**config.mk**
```make
export PLATFORM = sky130hd
export DESIGN_NAME = ram_port_arbiter
export DESIGN_NICKNAME = d
export VERILOG_FILES = /design/src/rtl/ram_port_arbiter.sv
export SDC_FILE = /design/constraint.sdc
export NUM_CORES = 1
export LEC_CHECK = 0
export BUFFER_PORTS_ARGS = -buffer_cell sky130_fd_sc_hd__buf_4
export CORE_AREA = 2 2 150 152
export DETAILED_ROUTE_END_ITERATION = 12
export DIE_AREA = 0 0 152 154
export GPL_ROUTABILITY_DRIVEN = 0
export GPL_TIMING_DRIVEN = 0
export PLACE_DENSITY = 0.53
export SKIP_CTS_REPAIR_TIMING = 1
export SLEW_MARGIN = 20
export SYNTH_ARGS = -nofsm -noshare
export SYNTH_HDL_FRONTEND = slang
export SYNTH_SLANG_ARGS = --single-unit
```
**constraint.sdc**
```tcl
create_clock -name clk -period 3.1 [get_ports clk]
set_clock_uncertainty 0.05 [all_clocks]
set_input_delay 0.465 -clock clk [delete_from_list [all_inputs] [get_ports clk]]
set_output_delay 0.465 -clock clk [all_outputs]
set_load 0.03 [all_outputs]
```
**src/rtl/ram_port_arbiter.sv**
```systemverilog
// ram_port_arbiter: shares one single-port RAM between the BIOS loader and the CPU fetch/data ports
//
// Build option: define RAM_ARB_FIXED_PRIO_EN to make RUN-mode arbitration
// fixed priority (data beats instruction). In that build the last_winner
// register does not exist. The default build uses round-robin.
//
// Ports:
//   clk, rst_n                   clock, asynchronous active-low reset
//   i_booted                     BIOS finished; sticky switch from BOOT to RUN
//   i_b_* / o_b_*                BIOS request, grant and read return (BOOT only)
//   i_i_* / o_i_*                CPU instruction fetch (read-only) request and return
//   i_d_* / o_d_*                CPU data request and return
//   o_ram_* / i_ram_rdata        RAM command (combinational from the winner) and
//                                read data, valid one cycle after a read command
module ram_port_arbiter #(
    parameter int ADDR_WIDTH = 31,
    parameter int DATA_WIDTH = 31
) (
    input  logic                  clk,
    input  logic                  rst_n,
    input  logic                  i_booted,
    input  logic                  i_b_req,
    input  logic                  i_b_we,
    input  logic [3:0]            i_b_be,
    input  logic [ADDR_WIDTH:0]   i_b_addr,
    input  logic [DATA_WIDTH:0]   i_b_wdata,
    output logic                  o_b_gnt,
    output logic                  o_b_rvalid,
    output logic [DATA_WIDTH:0]   o_b_rdata,
    input  logic                  i_i_req,
    input  logic [ADDR_WIDTH:0]   i_i_addr,
    output logic                  o_i_gnt,
    output logic                  o_i_rvalid,
    output logic [DATA_WIDTH:0]   o_i_rdata,
    input  logic                  i_d_req,
    input  logic                  i_d_we,
    input  logic [3:0]            i_d_be,
    input  logic [ADDR_WIDTH:0]   i_d_addr,
    input  logic [DATA_WIDTH:0]   i_d_wdata,
    output logic                  o_d_gnt,
    output logic                  o_d_rvalid,
    output logic [DATA_WIDTH:0]   o_d_rdata,
    output logic                  o_ram_en,
    output logic                  o_ram_we,
    output logic [3:0]            o_ram_be,
    output logic [ADDR_WIDTH:0]   o_ram_addr,
    output logic [DATA_WIDTH:0]   o_ram_wdata,
    input  logic [DATA_WIDTH:0]   i_ram_rdata
);
    typedef enum logic {BOOT, RUN} mode_t;
    typedef enum logic [1:0] {OWN_B, OWN_I, OWN_D} owner_t;

    mode_t                mode;
    owner_t               owner;
    logic                 pend;
    logic                 run;
    logic                 rd_issue;
    logic [DATA_WIDTH:0]  b_hold, i_hold, d_hold;

    // Grants are forced low while reset is asserted so the RAM sees no command
    assign run = rst_n && mode == RUN;

`ifdef RAM_ARB_FIXED_PRIO_EN
    always_comb begin
        o_b_gnt = rst_n && mode == BOOT && i_b_req;
        o_d_gnt = run && i_d_req;
        o_i_gnt = run && i_i_req && !i_d_req;
    end
`else
    typedef enum logic {WIN_I, WIN_D} win_t;
    win_t last_winner;

    // On a tie the port that did not win the previous granted cycle goes first
    always_comb begin
        o_b_gnt = rst_n && mode == BOOT && i_b_req;
        o_i_gnt = run && i_i_req && (!i_d_req || last_winner == WIN_D);
        o_d_gnt = run && i_d_req && (!i_i_req || last_winner == WIN_I);
    end

    always_ff @(posedge clk or negedge rst_n) begin
        if (!rst_n)
            last_winner <= WIN_D;
        else if (o_i_gnt || o_d_gnt)
            last_winner <= o_i_gnt ? WIN_I : WIN_D;
    end
`endif

    // The fetch port is read-only and always reads the full word
    always_comb begin
        o_ram_en    = o_b_gnt || o_i_gnt || o_d_gnt;
        o_ram_we    = o_b_gnt ? i_b_we : o_d_gnt ? i_d_we : 1'b0;
        o_ram_be    = o_b_gnt ? i_b_be : o_i_gnt ? 4'b1111 : o_d_gnt ? i_d_be : 4'b0000;
        o_ram_addr  = o_b_gnt ? i_b_addr : o_i_gnt ? i_i_addr : o_d_gnt ? i_d_addr : '0;
        o_ram_wdata = o_b_gnt ? i_b_wdata : o_d_gnt ? i_d_wdata : '0;
        rd_issue    = o_ram_en && !o_ram_we;
    end

    // Only the owner of the pending read sees live RAM data; others keep their last word
    always_comb begin
        o_b_rvalid = pend && owner == OWN_B;
        o_i_rvalid = pend && owner == OWN_I;
        o_d_rvalid = pend && owner == OWN_D;
        o_b_rdata  = o_b_rvalid ? i_ram_rdata : b_hold;
        o_i_rdata  = o_i_rvalid ? i_ram_rdata : i_hold;
        o_d_rdata  = o_d_rvalid ? i_ram_rdata : d_hold;
    end

    // Mode is sticky: once booted is seen, only reset returns to BOOT
    always_ff @(posedge clk or negedge rst_n) begin
        if (!rst_n) begin
            mode   <= BOOT;
            pend   <= 1'b0;
            owner  <= OWN_B;
            b_hold <= '0;
            i_hold <= '0;
            d_hold <= '0;
        end else begin
            if (mode == BOOT && i_booted)
                mode <= RUN;
            pend <= rd_issue;
            if (rd_issue)
                owner <= o_b_gnt ? OWN_B : o_i_gnt ? OWN_I : OWN_D;
            if (o_b_rvalid)
                b_hold <= i_ram_rdata;
            if (o_i_rvalid)
                i_hold <= i_ram_rdata;
            if (o_d_rvalid)
                d_hold <= i_ram_rdata;
        end
    end
endmodule

```
* Word level (Yosys, flattened, before mapping)
Cells that the tools add are included.
Widths: inputs -> output; s select.
** Word-level totals
- Register bits after elaboration :: 101
- Output and inout bits :: 172
** Cells by class
- Reductions and logical operators :: 21
- Bitwise gates (word level) :: 2
- Equality and inequality tests :: 2
- Mux-type cells :: 16
** Operator list (count)
- $mux 32 :: 8
- $logic_and 1x1->1 :: 12
- $mux 4 :: 3
- $logic_or 1x1->1 :: 5
- $mux 2 :: 2
- $logic_not 1->1 :: 3
- $mux 1 :: 3
- $eq 2x1->1 const B :: 1
- $eq 2x2->1 const B :: 1
- $logic_not 2->1 :: 1
- $not 1->1 :: 2

* Longest topological paths before layout
Gate-level depths: netlist of the first run.
- Depth in word-level cells :: 7
- Depth in mapped cells :: 6
- Mapped depth without buffers :: 4

* Worst setup path after synthesis of the first run
Ideal clock, no wire load.
- Path kind :: register -> output
- Start :: register last_winner
- End :: output port o_ram_addr[29]
- Setup slack :: 1111 ps
- Data required time :: 2585 ps
- Arrival :: 1474 ps
- Stages on the path, launching flop included :: 5
- Cell sequence :: dfstp_2 > inv_1 > a21oi_1 > buf_2 > a221o_1
** RTL lines
- from (decl) :: RTL line 71 : win_t last_winner;
- from (signal assigned) :: RTL line 84 : last_winner <= o_i_gnt ? WIN_I : WIN_D;
- $logic_or 1x1->1 :: RTL line 76 : o_i_gnt = run && i_i_req && (!i_d_req || last_winner == WIN_D);
- $logic_and 1x1->1 :: RTL line 76
- via o_i_gnt :: RTL line 32 : output logic o_i_gnt,
- $mux 32 (2 in a row) :: RTL line 93 : o_ram_addr = o_b_gnt ? i_b_addr : o_i_gnt ? i_i_addr : o_d_gnt ? i_d_addr : '0;
- to (decl) :: RTL line 46 : output logic [ADDR_WIDTH:0] o_ram_addr,
The timed path passes the listed nets, and every way through them passes these cells.

* Worst setup path after layout of the first run
- Start :: register mode
- End :: output port o_ram_wdata[27]
** On the way
- Word-level cells in the longest chain between the ends :: 5
** RTL lines
- from (decl) :: RTL line 53 : mode_t mode;
- from (signal assigned) :: RTL line 111 : mode <= BOOT;
- from (signal assigned) :: RTL line 119 : mode <= RUN;
- $logic_and 1x1->1 :: RTL line 61 : assign run = rst_n && mode == RUN;
- $logic_and 1x1->1 (2 in a row) :: RTL line 77 : o_d_gnt = run && i_d_req && (!i_i_req || last_winner == WIN_I);
- $mux 32 :: RTL line 94 : o_ram_wdata = o_b_gnt ? i_b_wdata : o_d_gnt ? i_d_wdata : '0;
- $mux 32 (*) :: RTL line 94
- to (decl) :: RTL line 47 : output logic [DATA_WIDTH:0] o_ram_wdata,
Every way passes the cells marked *; elsewhere a longest branch is shown, timed or not.

==> out/results.ini, run 1 <==
[synth]
ys_seq_area_share_pct=52.9
synth-xor-area-share_pct=0
netlist_area_sq_um=4780
synth_top_cell_by_area=dfrtp_1
synthCells=348
yosys.area_share.simple_pct=5.83
synthMuxAreaShare_pct=22.6
ys_seq_elements=101
yosysWarningCount=0
synth_fp_nets=556
syn-mean-instance-area_sq_um=13.7
synth_top_family_by_area=multiplexers
synth_cell_types=26
synthAdderAreaFrac_pct=0
yosys-top-cells-area=dfrtp_1, mux2_2, a221o_1
synth_compound_area_share_pct=14.8
synth_top_area_share_pct=52.3

[flow_run]
cap_violations=0

[pwr]
p_leak_nw=4.14
ir_drop_mv=0.327
p_clk_share_pct=15.0
power_switching_mw=3.04
internal_power_mw=4.14
combPwrFrac_pct=55.8
p_sw_share_pct=42.4
p_seq_share_pct=29.1
p_per_area_nw_per_um2=861

[route]
met3WireLength_mm=1.49
drc=0
wl_per_cell_um=21.8
vias=4604
drtAntennaViolNets=0
m1WireLength_mm=8.94
dr.pass1.iters=4
vias_per_cell=4.49
dr.max_layer_used=met5
drtIter0Drc=184
wl_mm=22.4
dr_wl_met2_mm=11.1

[sta]
rsz0062_at_grt=false
min_period_over_period_pct=89.0
hold_ws_ns=0.0590
period_minus_slack_ns=2.76
setup_violations=0
tightest_slew_ns=0.569
fmax_mhz=363
slew_viol_final=0
worst_slack_ns=0.342
maxSlewHeadroom_pct=62.0
hold_violations=0

[floorplanning]
die_area_sq_um=23400
die_h_um=154
rows=54
die_w_um=152
start_util_pct=22.1
ioPinCount=380
design.core.area_sq_um=21700

[layout]
layout.cells.non_filler=1026
fin_util_pct=38.5
final_common_cell=buf_4
syn_to_final_growth_pct=74.3
drive_gt1_share_pct=70.4
nets=949
fillers=2212
antenna_cells=0
layout_common_cells=buf_4, dfrtp_1, mux2_2

[worst_setup_path]
cp_max_fo=10
worstSetupStartpoint=mode$_DFFE_PN0P_
critPathBufInv=4
crit_end=o_ram_wdata[27]
cpPeakStageDelay_ns=0.41
worstPathRequired_ns=2.58
slowest_stage=dfrtp_1
endpoint_kind=output pin
critical_path.startpoint_type=register
cp_cell_sequence=nand3b_1 > inv_2 > buf_4 > buf_2 > a22o_1 > buf_4
rr_endpoint=b_hold[4]$_DFF_PN0_
r2r_slack_ns=1.34
crit_family=buffers and inverters
reg2reg_from=owner[1]$_DFFE_PN0P_
crit_top_cell=buf_4
cp.arrival_ns=2.24
worstSetupPathDepth=6
reg2reg_depth=3
worstSetupPathType=reg -> out

[clock_tree]
cts_buffer_depth=2
h-tree-depth=3
clock_latency_ns=0.34
cts_made_buffers=9
cts_root_buf=clkbuf_16
cts_num_sinks=101
path_clk_slew_ns=0.07
cts_tree=built

[placed_design]
dpl.cell_count=1007
post-place-ws_ns=-0.317
port_buffers=379
place_hpwl_mm=18.2

[global_route]
grt_max_degree=105
overflow=0
grt_pass1_vias=4832
antenna_found_initial=1
grt_pass1_wl_mm=32.0
groute.usage.overall_pct=18.2

[min_path]
hold_class=in -> async

[run_status]
status=completed

[power by group through the flow]
stage	Combinational [mW]	Sequential, mW	Clock (mW)
detailed placement	4.03	2.13	0
finish	4.01	2.09	1.08
global route	4.20	2.17	1.18
global placement	4.02	2.09	0
CTS	4.04	2.10	1.13
floorplan	2.44	2.08	0
[registers in the layout (all words and copies together) (netlist names)]
name,count
d_hold,32
b_hold,32
pend,1
last_winner,1
owner,2
i_hold,32
mode,1
[metrics by stage]
stage	setup TNS [ns]	area [sq um]	power [mW]
2_1_floorplan	0	4780	4.52
5_1_grt	0	8340	7.55
3_5_place_dp	-3.73	7980	6.16
6_report	0	8340	7.18
3_3_place_gp	-27.76	7980	6.11
4_1_cts	-4.17	8260	7.27
[synth_stat cells, drive strengths merged]
cell type / instances
a22o: 33
o31a: 1
and2: 32
nand3: 2
mux2: 96
or3: 1
o21ai: 3
buf: 27
a211oi: 1
or2: 1
a21oi: 2
a221o: 36
nor3b: 1
dfstp: 1
nand2: 2
o21bai: 2
nand3b: 3
dfrtp: 100
inv: 4
[worst min-delay path by stage]
| stage | startpoint | endpoint | slack (ns) | cells after the start |
|---|---|---|---|---|
| 5_1_grt | rst_n | b_hold[1]$_DFF_PN0_ | 0.07 | 2 |
| 4_1_cts | rst_n | i_hold[12]$_DFF_PN0_ | 0.24 | 1 |
| 3_3_place_gp | i_hold[20]$_DFF_PN0_ | i_hold[20]$_DFF_PN0_ | 0.43 | 1 |
| 3_5_place_dp | i_hold[14]$_DFF_PN0_ | i_hold[14]$_DFF_PN0_ | 0.43 | 1 |
| 2_1_floorplan | rst_n | b_hold[0]$_DFF_PN0_ | 0.12 | 0 |
| 6_report | rst_n | b_hold[1]$_DFF_PN0_ | 0.06 | 2 |
[metal layers]
metal  GRT usage, %  vias up
met3           5.30       31
met2           31.0      216
met1           21.7     2247
li1               -     2108
met4           6.94        2
met5              0        -
[final cells by class]
| cell class | instances | area, sq um | share of cell area (%) |
|---|---|---|---|
| clock buffer | 11 | 243 | 2.91 |
| multi-input combinational | 216 | 2070 | 24.8 |
| clock inverter | 5 | 33.8 | 0.405 |
| sequential | 101 | 2530 | 30.3 |
| buffer | 27 | 171 | 2.06 |
| inverter | 4 | 15.0 | 0.180 |
| tap | 280 | 350 | 4.20 |
| timing repair buffer | 382 | 2930 | 35.1 |
[cells by family after synthesis]
kind of cell    Yosys count
buf+inv                  31
simple gates             42
mux                      96
flops                   101
compound gates           78
Power figures use the tool's default switching activity.
==> inputs of run 2 (changes only) <==
--- a/config.mk
+++ b/config.mk
@@ -11,7 +11,6 @@
 export DIE_AREA = 0 0 152 154
 export GPL_ROUTABILITY_DRIVEN = 0
 export GPL_TIMING_DRIVEN = 0
-export PLACE_DENSITY = 0.53
 export SKIP_CTS_REPAIR_TIMING = 1
 export SLEW_MARGIN = 20
 export SYNTH_ARGS = -nofsm -noshare
==> out/results.ini, run 2 (same netlist as run 1, synthesis figures left out) <==
[layout]
top_regs=b_hold: 32 flops, d_hold: 32 flops, i_hold: 32 flops
drive_gt1_share_pct=70.5
ff_latch_area_sq_um=2530
nets=946
layout.cells.non_filler=1023
final_common_cell=buf_4
layout_common_cells=buf_4, dfrtp_1, mux2_2
antenna_cells=0
syn_to_final_growth_pct=73.6
multi_input_area_sq_um=2070
fillers=2196

[global_route]
overflow=0
antenna_found_initial=0
groute.usage.overall_pct=17.8
grt_pass1_wl_mm=31.3
grt_max_degree=105
grt_pass1_vias=4814

[placed_design]
port_buffers=379
place_hpwl_mm=18.0
dpl.cell_count=1007

[route]
drtIter0Drc=178
vias_per_cell=4.50
drc=0
dr.pass1.iters=4
drtAntennaViolNets=0
vias=4605
wl_per_cell_um=21.2
wl_mm=21.7

[sta]
setup_violations=0
hold_violations=0
hold_ws_ns=0.0336
maxSlewHeadroom_pct=62.8
slew_viol_final=0
tightest_slew_ns=0.558
rsz0062_at_grt=false
fmax_mhz=353
period_minus_slack_ns=2.84
final.setup.tns_ns=0
min_period_over_period_pct=91.5

[floorplanning]
design.core.area_sq_um=21700
start_util_pct=22.1
ioPinCount=380
die_w_um=152
die_h_um=154
die_area_sq_um=23400
rows=54

[worst_setup_path]
worstPathRequired_ns=2.58
critical_path.startpoint_type=primary input
cp_max_fo=104
endpoint_kind=output pin
reg2reg_from=owner[1]$_DFFE_PN0P_
r2r_slack_ns=1.33
worstSetupPathType=in -> out
cp.arrival_ns=2.32
rr_endpoint=b_hold[6]$_DFF_PN0_
reg2reg_depth=3

[pwr]
p_seq_share_pct=28.8
ir_drop_mv=0.357
power_switching_mw=3.05
internal_power_mw=4.20
totalPowerFinal_mw=7.25
p_clk_share_pct=16.2
p_leak_nw=4.13
p_sw_share_pct=42.1
combPwrFrac_pct=54.9
p_per_area_nw_per_um2=873

[clock_tree]
cts_made_buffers=9
cts_buffer_depth=2
h-tree-depth=3
cts_num_sinks=101
cts_tree=built
cts_root_buf=clkbuf_16
path_clk_slew_ns=0.07
clock_latency_ns=0.35

[min_path]
hold_class=in -> async

[run_status]
status=completed

[flow_run]
cap_violations=0

run 2: changes by cell type in the layout (fill, tap and decap cells not counted), moves of 2 or more:
cell and delta:
clkinv_2 -2, clkinvlp_4 -2, buf_16 -2, clkinv_4 +3
run 2: power groups by stage:
| stage | registers, mW | logic [mW] | clock network, mW |
|---|---|---|---|
| 2_1_floorplan | 2.08 | 2.44 | 0 |
| 3_3_place_gp | 2.10 | 3.99 | 0 |
| 3_5_place_dp | 2.13 | 4.02 | 0 |
| 4_1_cts | 2.10 | 4.03 | 1.23 |
| 5_1_grt | 2.17 | 4.15 | 1.29 |
| 6_report | 2.09 | 3.98 | 1.18 |
run 2: worst max-delay path by stage:
stage,end,from,slack (ns)
after global routing,o_ram_wdata[29],rst_n,0.06
after CTS,o_ram_wdata[29],rst_n,-0.15
after detailed placement,o_ram_wdata[29],rst_n,-0.14
final,o_ram_wdata[29],rst_n,0.26
after floorplan,o_ram_addr[29],last_winner$_DFFE_PN1P_,1.11
after global placement,o_ram_wdata[23],rst_n,-0.49
run 2: metrics by stage:
| step | setup slack, ns | instance area (sq um) | util, % |
|---|---|---|---|
| after floorplan | 1.11 | 4780 | - |
| after global placement | -0.487 | 7980 | 36.8 |
| after detailed placement | -0.142 | 7980 | 36.8 |
| after CTS | -0.153 | 8300 | 38.3 |
| after global routing | 0.0598 | 8310 | 38.3 |
| final | 0.265 | 8310 | 38.3 |
run 2: layer usage:
metal	global-route usage [%]	wire, um	vias to the layer above
met5	0	0	-
met1	19.8	8210	2276
met3	4.23	1380	21
met2	33.4	11600	205
li1	-	-	2103
met4	5.83	510	0
run 2: layout make-up:
cell class              count  share of cell area, %
plain buffers              27                   2.06
clock buffers               9                   2.71
clock inverters             7                   1.08
inverters                   4                  0.181
multi-input cells         216                   24.9
flip-flops and latches    101                   30.4
well taps                 280                   4.22
repair buffers            379                   34.4
run 2: worst max-delay path, cell delays in order:
cell and delay, ns:
buf_12 0.42, nand3_1 0.23, a21oi_2 0.38, buf_2 0.34, a22o_1 0.24, buf_4 0.20
